$ cat src/rtl/led_seq_monitor.sv
// led_seq_monitor: locks onto a one-hot LED walk and checks that every step
// follows the selected pattern and arrives within TOL cycles of the nominal period.
module led_seq_monitor #(
   parameter int unsigned STEP_FAST = 125_000_000,
   parameter int unsigned STEP_SLOW = 375_000_000,
   parameter int unsigned TOL       = 16
) (
   input  logic        clk,
   input  logic        rst_n,
   input  logic [3:0]  leds,
   input  logic        mode,
   input  logic        speed_sel,
   input  logic        resync,
   output logic        locked,
   output logic        step_ok,
   output logic        err,
   output logic [1:0]  err_code,
   output logic [15:0] step_count
);

   typedef enum logic {UNLOCKED, TRACK} state_t;

   localparam logic [1:0] E_ONEHOT = 2'b01;
   localparam logic [1:0] E_SEQ    = 2'b10;
   localparam logic [1:0] E_TIME   = 2'b11;

   state_t      state_q, state_d;
   logic [3:0]  leds_q, leds_d;
   logic [31:0] cnt_q, cnt_d;
   logic        dir_q, dir_d;
   logic [3:0]  exp_q, exp_d;
   logic        locked_q, locked_d;
   logic        step_ok_q, step_ok_d;
   logic        err_q, err_d;
   logic [1:0]  err_code_q, err_code_d;
   logic [15:0] step_count_q, step_count_d;

   logic        change;
   logic        onehot;
   logic [33:0] step_w;
   logic [33:0] tol_w;
   logic [33:0] ival_w;
   logic        too_long;
   logic        too_short;
   logic [31:0] cnt_inc;
   logic [15:0] count_inc;

   // 34-bit math keeps STEP+TOL and cnt+1 free of wraparound
   always_comb begin
      change    = (leds != leds_q);
      onehot    = $onehot(leds);
      step_w    = speed_sel ? 34'(STEP_SLOW) : 34'(STEP_FAST);
      tol_w     = 34'(TOL);
      ival_w    = {2'b00, cnt_q} + 34'd1;
      too_long  = ival_w > (step_w + tol_w);
      too_short = (ival_w + tol_w) < step_w;
      cnt_inc   = (&cnt_q) ? cnt_q : cnt_q + 32'd1;
      count_inc = (&step_count_q) ? step_count_q
                                  : step_count_q + 16'd1;
   end

   always_comb begin
      state_d      = state_q;
      leds_d       = leds;
      cnt_d        = cnt_q;
      dir_d        = dir_q;
      exp_d        = exp_q;
      step_ok_d    = 1'b0;
      err_d        = 1'b0;
      err_code_d   = err_code_q;
      step_count_d = step_count_q;

      if (resync) begin
         state_d = UNLOCKED;
         cnt_d   = '0;
      end else begin
         unique case (state_q)
            UNLOCKED: begin
               cnt_d = '0;
               if (leds == 4'b0001) begin
                  state_d = TRACK;
                  dir_d   = 1'b1;
                  exp_d   = 4'b0010;
               end
            end
            TRACK: begin
               if (change) begin
                  cnt_d = '0;
                  if (!onehot) begin
                     state_d    = UNLOCKED;
                     err_d      = 1'b1;
                     err_code_d = E_ONEHOT;
                  end else if (leds != exp_q) begin
                     state_d    = UNLOCKED;
                     err_d      = 1'b1;
                     err_code_d = E_SEQ;
                  end else if (too_long || too_short) begin
                     state_d    = UNLOCKED;
                     err_d      = 1'b1;
                     err_code_d = E_TIME;
                  end else begin
                     step_ok_d    = 1'b1;
                     step_count_d = count_inc;
                     if (mode) begin
                        exp_d = {leds[2:0], leds[3]};
                     end else if (leds == 4'b1000) begin
                        dir_d = 1'b0;
                        exp_d = 4'b0100;
                     end else if (leds == 4'b0001) begin
                        dir_d = 1'b1;
                        exp_d = 4'b0010;
                     end else begin
                        exp_d = dir_q ? {leds[2:0], 1'b0}
                                      : {1'b0, leds[3:1]};
                     end
                  end
               end else if (too_long) begin
                  // stalled walk: leaving TRACK makes this fire only once
                  state_d    = UNLOCKED;
                  cnt_d      = '0;
                  err_d      = 1'b1;
                  err_code_d = E_TIME;
               end else begin
                  cnt_d = cnt_inc;
               end
            end
            default: state_d = UNLOCKED;
         endcase
      end

      locked_d = (state_d == TRACK);
   end

   always_ff @(posedge clk) begin
      if (!rst_n) begin
         state_q      <= UNLOCKED;
         leds_q       <= '0;
         cnt_q        <= '0;
         dir_q        <= 1'b1;
         exp_q        <= 4'b0010;
         locked_q     <= 1'b0;
         step_ok_q    <= 1'b0;
         err_q        <= 1'b0;
         err_code_q   <= 2'b00;
         step_count_q <= '0;
      end else begin
         state_q      <= state_d;
         leds_q       <= leds_d;
         cnt_q        <= cnt_d;
         dir_q        <= dir_d;
         exp_q        <= exp_d;
         locked_q     <= locked_d;
         step_ok_q    <= step_ok_d;
         err_q        <= err_d;
         err_code_q   <= err_code_d;
         step_count_q <= step_count_d;
      end
   end

   assign locked     = locked_q;
   assign step_ok    = step_ok_q;
   assign err        = err_q;
   assign err_code   = err_code_q;
   assign step_count = step_count_q;

endmodule

$ cat config.mk
export PLATFORM = sky130hd
export DESIGN_NAME = led_seq_monitor
export DESIGN_NICKNAME = d
export VERILOG_FILES = /design/src/rtl/led_seq_monitor.sv
export SDC_FILE = /design/constraint.sdc
export NUM_CORES = 1
export LEC_CHECK = 0
export ABC_AREA = 1
export BUFFER_PORTS_ARGS = -buffer_cell sky130_fd_sc_hd__buf_2
export CORE_MARGIN = 5
export CORE_UTILIZATION = 50
export CTS_BUF_LIST = sky130_fd_sc_hd__clkbuf_4
export DETAILED_ROUTE_END_ITERATION = 16
export GPL_ROUTABILITY_DRIVEN = 0
export HOLD_SLACK_MARGIN = 0.15
export PLACE_DENSITY = 0.73
export SLEW_MARGIN = 20
export SYNTH_ARGS = -nofsm -noshare
export SYNTH_HDL_FRONTEND = slang
export SYNTH_SLANG_ARGS = --single-unit
$ cat constraint.sdc
create_clock -name clk -period 3.4 [get_ports clk]
set_clock_uncertainty 0.1 [all_clocks]
set_input_delay 0 -clock clk [delete_from_list [all_inputs] [get_ports clk]]
set_output_delay 0 -clock clk [all_outputs]
set_load 0.01 [all_outputs]
; ---- Word level (Yosys, flattened, before mapping)
; Index checks and enable logic that the tools add are counted.
[op_classes]
addsub = 8
magnitude_cmp = 2
n_eq_ne = 13
n_mux = 40
bitwise_logic = 7
reduce_logical = 11
[op_table]
columns = operator, n
row1 = two-way mux 32 bit, 3
row2 = case mux 32 bit (2 select lines), 1
row3 = two-way mux 4 bit, 9
row4 = "adder 33 x 5 -> 34 bit, second input constant", 1
row5 = less-than comparator 34 x 29 -> 1 bit, 1
row6 = "adder 32 x 1 -> 33 bit, second input constant", 1
row7 = greater-than comparator 33 x 30 -> 1 bit, 1
row8 = "adder 32 x 1 -> 32 bit, second input constant", 1
row9 = AND reduction 32 bit, 1
row10 = "adder 29 x 5 -> 30 bit, second input constant", 1
row11 = two-way mux 29 bit, 1
row12 = two-way mux 1 bit, 18
row13 = "adder 16 x 1 -> 16 bit, second input constant", 1
row14 = AND reduction 16 bit, 1
row15 = AND reduction 6 bit, 2
row16 = two-way mux 2 bit, 5
row17 = "inequality test 2 bit, second input constant", 5
row18 = inequality test 4 bit, 2
row19 = case mux 4 bit (2 select lines), 1
row20 = NOT 1 bit, 7
row21 = AND reduction 7 bit, 1
row22 = adder 1 x 1 -> 2 bit, 2
row23 = "== test 4 x 1 -> 1 bit, second input constant", 1
row24 = "== test 4 bit, second input constant", 1
row25 = 12 further kinds, 13
[totals]
reg_bits = 62
out_inout_bits = 21
word_cells = 90

; ---- Depth between registers and ports, before layout
; Gate-level depths: netlist of the first run.
[logic_depth]
word_depth = 9
ltp_mapped = 29

; ---- Least setup slack after synthesis of the first run
; OpenSTA, ideal clock, no wires.
[synth_path]
kind = flip-flop to flip-flop
startpoint = reg cnt_q[0]
endpoint = reg step_count_q[11], in the netlist step_count[11]
setup_time_ns = 0.115
arrival_time_ns = 3.227
required_ns = 3.185
setup_slack_ns = -0.042
path_stages_with_launch = 28
n_path_buf = 1
cell_sequence = dfxtp_1 > ha_1 > inv_1 > nor2_1 > nand2_1 > nand2_1 > nand3_1 > inv_1 > nand2_2 > nor2_1 > nand2_1 > nor2_4 > nand2_1 > o31ai_1 > inv_1 > ha_1 > nand2_1 > nor2_1 > nand2_1 > nand2_1 > nand2_1 > nand3_2 > nand3_4 > nor2_8 > buf_6 > nand3_1 > nand2_1 > nor2_1
[synth_via]
elab_chain_cells = 6
word_cells_on_any_way = 7
[synth_rtl]
columns = item, line_no
row1 = "start, declared", 29  ; logic [31:0] cnt_q, cnt_d;
row2 = "start signal, assigned", 149  ; cnt_q <= cnt_d;
row3 = adder 32 x 1 -> 33 bit *, 54  ; ival_w = {2'b00, cnt_q} + 34'd1;
row4 = adder 33 x 5 -> 34 bit, 56  ; too_short = (ival_w + tol_w) < step_w;
row5 = less-than comparator 34 x 29 -> 1 bit, 56
row6 = logical OR 1 bit *, 97  ; end else if (too_long || too_short) begin
row7 = NOT 1 bit (no line) *, --
row8 = AND reduction 7 bit (no line) *, --
row9 = "end signal, assigned", 156  ; step_count_q <= step_count_d;
row10 = "end, declared", 36  ; logic [15:0] step_count_q, step_count_d;
; Mark *: on every way between the ends. The rest lies on a longest branch, timed or not.
; A chain may end at the register's enable or synchronous reset.

; ---- Worst setup path after layout of the first run
[layout_path]
startpoint = reg cnt_q[0]
endpoint = reg cnt_q[14]
[layout_via]
elab_chain_cells = 5
word_cells_on_any_way = 9
[layout_rtl]
columns = item, line_no
row1 = adder 32 x 1 -> 33 bit or adder 32 x 1 -> 32 bit (tied branches), "54, 57"
row2 = greater-than comparator 33 x 30 -> 1 bit or two-way mux 32 bit (tied branches), "55, 57"
row3 = two-way mux 32 bit, 117  ; end else if (too_long) begin
row4 = two-way mux 32 bit, 87  ; if (change) begin
row5 = case mux 32 bit (2 select lines), 77  ; unique case (state_q)
; Several ways; a longest one is shown, not always the timed one. The select of a mux whose other input is x is not followed.

==> flow_summary.json, run 1 <==
{
  "grt_pass1_wl_um": 29200,
  "synth_most_common_cell": "nand2_1",
  "r2r_end": "cnt_q[14]",
  "synth-seq-cells": 62,
  "cp-end-kind": "flip-flop",
  "crit_path_cell_trace": "ha_4 -> nand2_2 -> inv_2 -> nand2_2 -> nor2_4 -> buf_4 -> nand2_1 -> nand2_1 -> nand2_2 -> inv_1 -> ha_1 -> inv_2 -> nor4_4 -> nand4_1 -> nor3_2 -> nand4_1 -> nor4_2 -> nand3_1 -> nand2_4 -> nand4_1 -> buf_6 -> nor3_2",
  "rsz0062_at_grt": "yes",
  "core-area_um2": 10400,
  "clock_latency_ps": 450,
  "wirelength_um": 20500,
  "fin_util": 0.789,
  "r2r_setup_slack_ps": -340,
  "cp_top_family": "simple AND/OR/NAND/NOR gates",
  "power_frac_comb": 0.101,
  "fp-row-count": 37,
  "yosys-top-cells-area": "dfxtp_1 23%, nand2_1 19%, inv_1 9.6%",
  "netlist.area_leader.share": 0.231,
  "vias_per_cell": 5.54,
  "place_area_um2": 6810,
  "violations": "negative setup slack",
  "relSlewSlack": 0.159,
  "dp_cells": 1223,
  "postSynthCellCount": 914,
  "drv_cap": 0,
  "power_leakage_nw": 3.76,
  "cts_sinks": 62,
  "num_vias": 7148,
  "worst_r2r_path_depth": 22,
  "area_delta_synth_final_pct": 52.7,
  "cts_root_buf": "clkbuf_4",
  "worstHoldPathCells": 2,
  "synth_edf_count": 0,
  "synthTopCellsByCount": "267 x nand2_1, 138 x inv_1, 125 x nor2_1, 75 x nand3_1, 62 x dfxtp_1",
  "hold_path.class": "flip-flop to flip-flop",
  "design_area_um2": 8220,
  "syn_avg_cell_area_um2": 5.89,
  "synth_area_um2": 5380,
  "max_freq_mhz": 267,
  "cellInternalPower_mw": 1.00,
  "power.share.sequential": 0.528,
  "layout.nets": 1185,
  "pwr-share-clk": 0.371,
  "timing.hold.ws_ps": 404,
  "p_switching_uw": 389,
  "cp.required_ps": 3640,
  "die_y_um": 114,
  "io_buffers": 29,
  "overflow": 0,
  "max-vdd-ir-drop_v": 0.000291,
  "grt_pass1_vias": 6376,
  "worstSetupPathType": "flip-flop to flip-flop",
  "arrival_ps": 3980,
  "antenna_found_initial": 0,
  "synth_top_area_cell": "dfxtp_1",
  "r2r-start": "cnt_q[0]",
  "clk_pin_slew_ps": 130,
  "worstPathMaxFanout": 12,
  "path_buf_inv": 5,
  "hold_path_end": "exp_q[1]",
  "final-setup-viol-count": 55,
  "worst_slew_pin_slew_ps": 1250,
  "final-hold-violation-count": 0,
  "ys_seq_area_frac": 0.231,
  "worst_path_largest_cell_delay_ps": 350,
  "cts_buffer_depth": 2,
  "ant_nets": 0,
  "final_cells": 1291,
  "critPathSlowestCell": "dfxtp_2",
  "setup_slack_ps": -339,
  "hpwl_um": 13200,
  "synth-async-reset-ratio": 0,
  "initial_core_util": 0.517,
  "drv_slew": 0,
  "pwr_density_cell_nw_per_um2": 169,
  "critPathLaunchType": "flip-flop",
  "yosysUniqueCellTypes": 40,
  "firstDrtPassIters": 6,
  "cts_buffers": 9,
  "wire_per_inst_um": 15.8,
  "status": "finished, violations left",
  "yosysWarnings": 0,
  "dieWidth_um": 114,
  "final.min_clock_period_ps": 3740,
  "fin_crit_sh": 1.10,
  "drc": 0,
  "cts_tree": "done",
  "io_pins": 30,
  "min-delay-start": "exp_q[1]",
  "grt_util_all_layers": 0.277,
  "p_sw_frac": 0.280,
  "drive_above_1_share": 0.406,
  "die-area_um2": 12900,
  "synth_ff_type": "dfxtp_1",
  "grt_max_degree": 32,
  "num_antenna_cells": 0,
  "drt_iter0_drc": 509,
  "htree_levels": 3
}
-- worst min-delay path: stages (launching register included) --
cell and delay (ps):
dfxtp_1 340, nand2_2 60, nand3_1 60
-- placed cells by master, fill, tap and decap left out, types with 12 or more instances in the layout --
| master | instances |
|---|---|
| nand3_1 | 62 |
| dfxtp_2 | 14 |
| nand4_1 | 27 |
| buf_6 | 17 |
| nand2_2 | 68 |
| buf_2 | 29 |
| nor3_2 | 25 |
| dlygate4sd3_1 | 12 |
| nand2_1 | 205 |
| xor2_1 | 17 |
| ha_1 | 20 |
| nor3_1 | 21 |
| nor2_2 | 30 |
| nor2_4 | 33 |
| nand2_4 | 12 |
| a21oi_1 | 21 |
| dfxtp_1 | 42 |
| inv_1 | 129 |
| buf_4 | 175 |
| nor2_1 | 86 |
-- worst max-delay path by stage --
stage / startpoint / to / slack (ps) / cells after the start
2_1_floorplan: cnt_q[0] / step_count[11] / 10 / 26
3_3_place_gp: cnt_q[9] / step_count[10] / -210 / 27
3_5_place_dp: cnt_q[9] / step_count[10] / -270 / 27
4_1_cts: cnt_q[8] / step_count[5] / -110 / 27
5_1_grt: cnt_q[0] / step_count[5] / -500 / 24
6_report: cnt_q[0] / cnt_q[14] / -340 / 22
-- power by group through the flow --
stage	combinational (mW)	clock, mW	sequential, mW
after floorplan	0.0787	0	0.754
after global placement	0.108	0	0.755
after detailed placement	0.111	0	0.755
after CTS	0.126	0.508	0.739
after global routing	0.158	0.550	0.735
final	0.141	0.516	0.734
-- routing by layer --
metal  track usage  vias to the layer above  routed length [um]  share of wire
met5             0                        -                   0              0
met4         0.150                        0                1450          0.071
met3        0.0377                      132                1480          0.072
met2         0.488                      389                9990           0.49
met1         0.324                     3225                7540           0.37
li1              -                     3402                   -              -
-- metrics by stage --
step,setup WS (ps),total power [mW],TNS (ps)
6_report,-339,1.39,-14340
5_1_grt,-504,1.44,-24260
4_1_cts,-107,1.37,-1490
3_5_place_dp,-273,0.866,-8020
3_3_place_gp,-212,0.863,-4430
2_1_floorplan,10.2,0.832,0
-- cell type report --
cell class              count  area (um2)
clock buffers              10        75.1
clock inverters             5        51.3
fillers                   683        2190
inverters                 139         522
multi-input cells         706        4350
flip-flops and latches     62        1280
well taps                 136         170
repair buffers            233        1770
-- repair_timing --
item,CTS,global route
resized for setup,87,157
buffers inserted,18,20
setup endpoints to repair,55,55
hold buffers,12,0
pin swaps,42,55
gates cloned,3,0
hold endpoints to repair,29,0
-- registers in the layout (all words and copies together), names as in the netlist --
name        count
cnt_q          32
dir_q           1
err             1
err_code        2
exp_q           4
leds_q          4
locked          1
step_count     16
step_ok         1
-- kinds of logic after synthesis --
kind of cell | Yosys count | share of synthesized area
simple gates | 601 | 0.509
buf+inv | 151 | 0.109
flops | 62 | 0.231
compound gates | 52 | 0.0558
fa+ha+maj | 25 | 0.0595
xor+xnor | 22 | 0.0358
other cells | 1 | 0.000697
No activity file was read; power rests on OpenSTA's default activity.
==> inputs of run 2 (changes only) <==
--- a/config.mk
+++ b/config.mk
@@ -14,6 +14,7 @@
 export GPL_ROUTABILITY_DRIVEN = 0
 export HOLD_SLACK_MARGIN = 0.15
 export PLACE_DENSITY = 0.73
+export SETUP_SLACK_MARGIN = 0.4
 export SLEW_MARGIN = 20
 export SYNTH_ARGS = -nofsm -noshare
 export SYNTH_HDL_FRONTEND = slang
==> constraint.sdc (replaced) <==
create_clock -name clk -period 3.05 [get_ports clk]
set_clock_uncertainty 0.1 [all_clocks]
set_input_delay 0 -clock clk [delete_from_list [all_inputs] [get_ports clk]]
set_output_delay 0 -clock clk [all_outputs]
set_load 0.01 [all_outputs]
==> flow_summary.json, run 2 (synthesis results as in run 1) <==
{
  "status": "finished, violations left",
  "violations": "negative setup slack",
  "cp-end-kind": "flip-flop",
  "htree_levels": 3,
  "drc": 0,
  "rsz0062_at_grt": "yes",
  "grt_pass1_wl_um": 34100,
  "final.min_clock_period_ps": 4010,
  "initial_core_util": 0.517,
  "fin_util": 0.856,
  "cts_buffers": 9,
  "cts_tree": "done",
  "cts_sinks": 62,
  "die-area_um2": 12900,
  "vias_per_cell": 5.85,
  "worstPathMaxFanout": 8,
  "drv_cap": 0,
  "finalSetupTns_ps": -44550,
  "cellInternalPower_mw": 1.21,
  "antenna_found_initial": 0,
  "power_leakage_nw": 4.29,
  "overflow": 0,
  "p_switching_uw": 469,
  "num-fill-cells": 577,
  "io_buffers": 29,
  "cts_buffer_depth": 2,
  "layout.nets": 1234,
  "worst_slew_pin_slew_ps": 1410,
  "num_vias": 7841,
  "power_frac_comb": 0.110,
  "final-setup-viol-count": 55,
  "worstSetupPathType": "flip-flop to flip-flop",
  "final-hold-violation-count": 0,
  "dieWidth_um": 114,
  "relSlewSlack": 0.0613,
  "cp.required_ps": 3320,
  "num_antenna_cells": 0,
  "fp-row-count": 37,
  "fin_crit_sh": 1.32,
  "mostFrequentLayoutCells": "222 x buf_4, 212 x nand2_1, 121 x inv_1",
  "drt_iter0_drc": 944,
  "hpwl_um": 13200,
  "r2r_setup_slack_ps": -960,
  "die_y_um": 114,
  "max-vdd-ir-drop_v": 0.000261,
  "layout_commonest_cell": "buf_4",
  "power.share.sequential": 0.487,
  "wire_per_inst_um": 18.5,
  "largest_reg_flops": 32,
  "core-area_um2": 10400,
  "clk_pin_slew_ps": 140,
  "grt_max_degree": 20,
  "p_sw_frac": 0.279,
  "grt_util_all_layers": 0.323,
  "multi_input_area_um2": 4600,
  "setup_slack_ps": -965,
  "design_area_um2": 8910,
  "pwr-share-clk": 0.404,
  "regArea_um2": 1270,
  "area_delta_synth_final_pct": 65.6,
  "ant_nets": 0,
  "critPathLaunchType": "flip-flop",
  "arrival_ps": 4280,
  "io_pins": 30,
  "pwr_density_cell_nw_per_um2": 189,
  "drive_above_1_share": 0.436,
  "cts_root_buf": "clkbuf_4",
  "regMostFlops": "cnt_q",
  "place_area_um2": 7110,
  "grt_pass1_vias": 7309,
  "wirelength_um": 24800,
  "max_freq_mhz": 249,
  "hold_path.class": "primary input to flip-flop",
  "firstDrtPassIters": 7,
  "clock_latency_ps": 450,
  "finalPower_mw": 1.68,
  "drv_slew": 0
}
## run 2: cell count changes in the layout (fill, tap and decap cells not counted), moves of 7 or more
cell	previous run	this run
buf_4	175	222
inv_1	129	121
nand2_4	12	19
nand2_2	68	52
nand2_1	205	212
nor3_4	0	18
nor3_2	25	14
nor3_1	21	14
## run 2: area by class of cell
class	count	share of cell area
Tap cell	136	0.0191
Inverter	139	0.0599
Multi-Input combinational cell	705	0.516
Timing Repair Buffer	283	0.246
Sequential cell	62	0.143
Clock inverter	6	0.00856
Clock buffer	10	0.00842
## run 2: metal layers
| layer | track usage | vias up | routed length [um] |
|---|---|---|---|
| met5 | 0 | - | 0 |
| met4 | 0.206 | 0 | 2120 |
| met3 | 0.0695 | 217 | 2230 |
| met2 | 0.561 | 601 | 11800 |
| met1 | 0.357 | 3545 | 8680 |
| li1 | - | 3478 | - |
## run 2: critical path, cell delays in order (launching register included)
cell and delay, ps:
dfxtp_2 400, nand2_2 80, buf_4 150, nor2_4 140, nand2_2 130, nor2_2 180, nand3_1 110, nand2_2 110
inv_2 50, ha_4 260, inv_1 60, nor4_2 340, nand4_1 190, nor3_2 170, nand4_1 130, nor4_1 240
nand3_1 180, nand2_4 150, buf_6 110, nand3_4 130, nor2_4 260, buf_6 140, o21ai_2 40, nor2_1 90
## run 2: power by group through the flow
stage | clock network (mW) | logic, mW | registers [mW]
detailed placement | 0 | 0.135 | 0.840
finish | 0.680 | 0.185 | 0.819
global route | 0.703 | 0.202 | 0.820
global placement | 0 | 0.132 | 0.840
floorplan | 0 | 0.0886 | 0.839
CTS | 0.658 | 0.162 | 0.819
## run 2: path summary, 6_finish.rpt
path / start / endpoint / cells past startpoint
max: cnt_q[10] / step_count[1] / 23
min: leds[0] / locked / 6
max reg2reg: cnt_q[10] / step_count[1] / 23
min reg2reg: exp_q[1] / exp_q[1] / 2
## run 2: per-stage QoR
step	hold WS (ps)	instances	setup WS (ps)
2_1_floorplan	-6.55	916	-178
3_3_place_gp	152	1250	-512
3_5_place_dp	160	1250	-594
4_1_cts	193	1322	-433
5_1_grt	192	1341	-1080
6_report	180	1341	-965
## run 2: repair_timing
| action | 4_1_cts | 5_1_grt |
|---|---|---|
| hold endpoints to repair | 29 | 0 |
| buffers inserted | 40 | 19 |
| endpoints found under the setup margin | 55 | 55 |
| hold buffers | 12 | 0 |
| gates cloned | 4 | 0 |
| pin swaps | 46 | 46 |
| resized for setup | 141 | 127 |
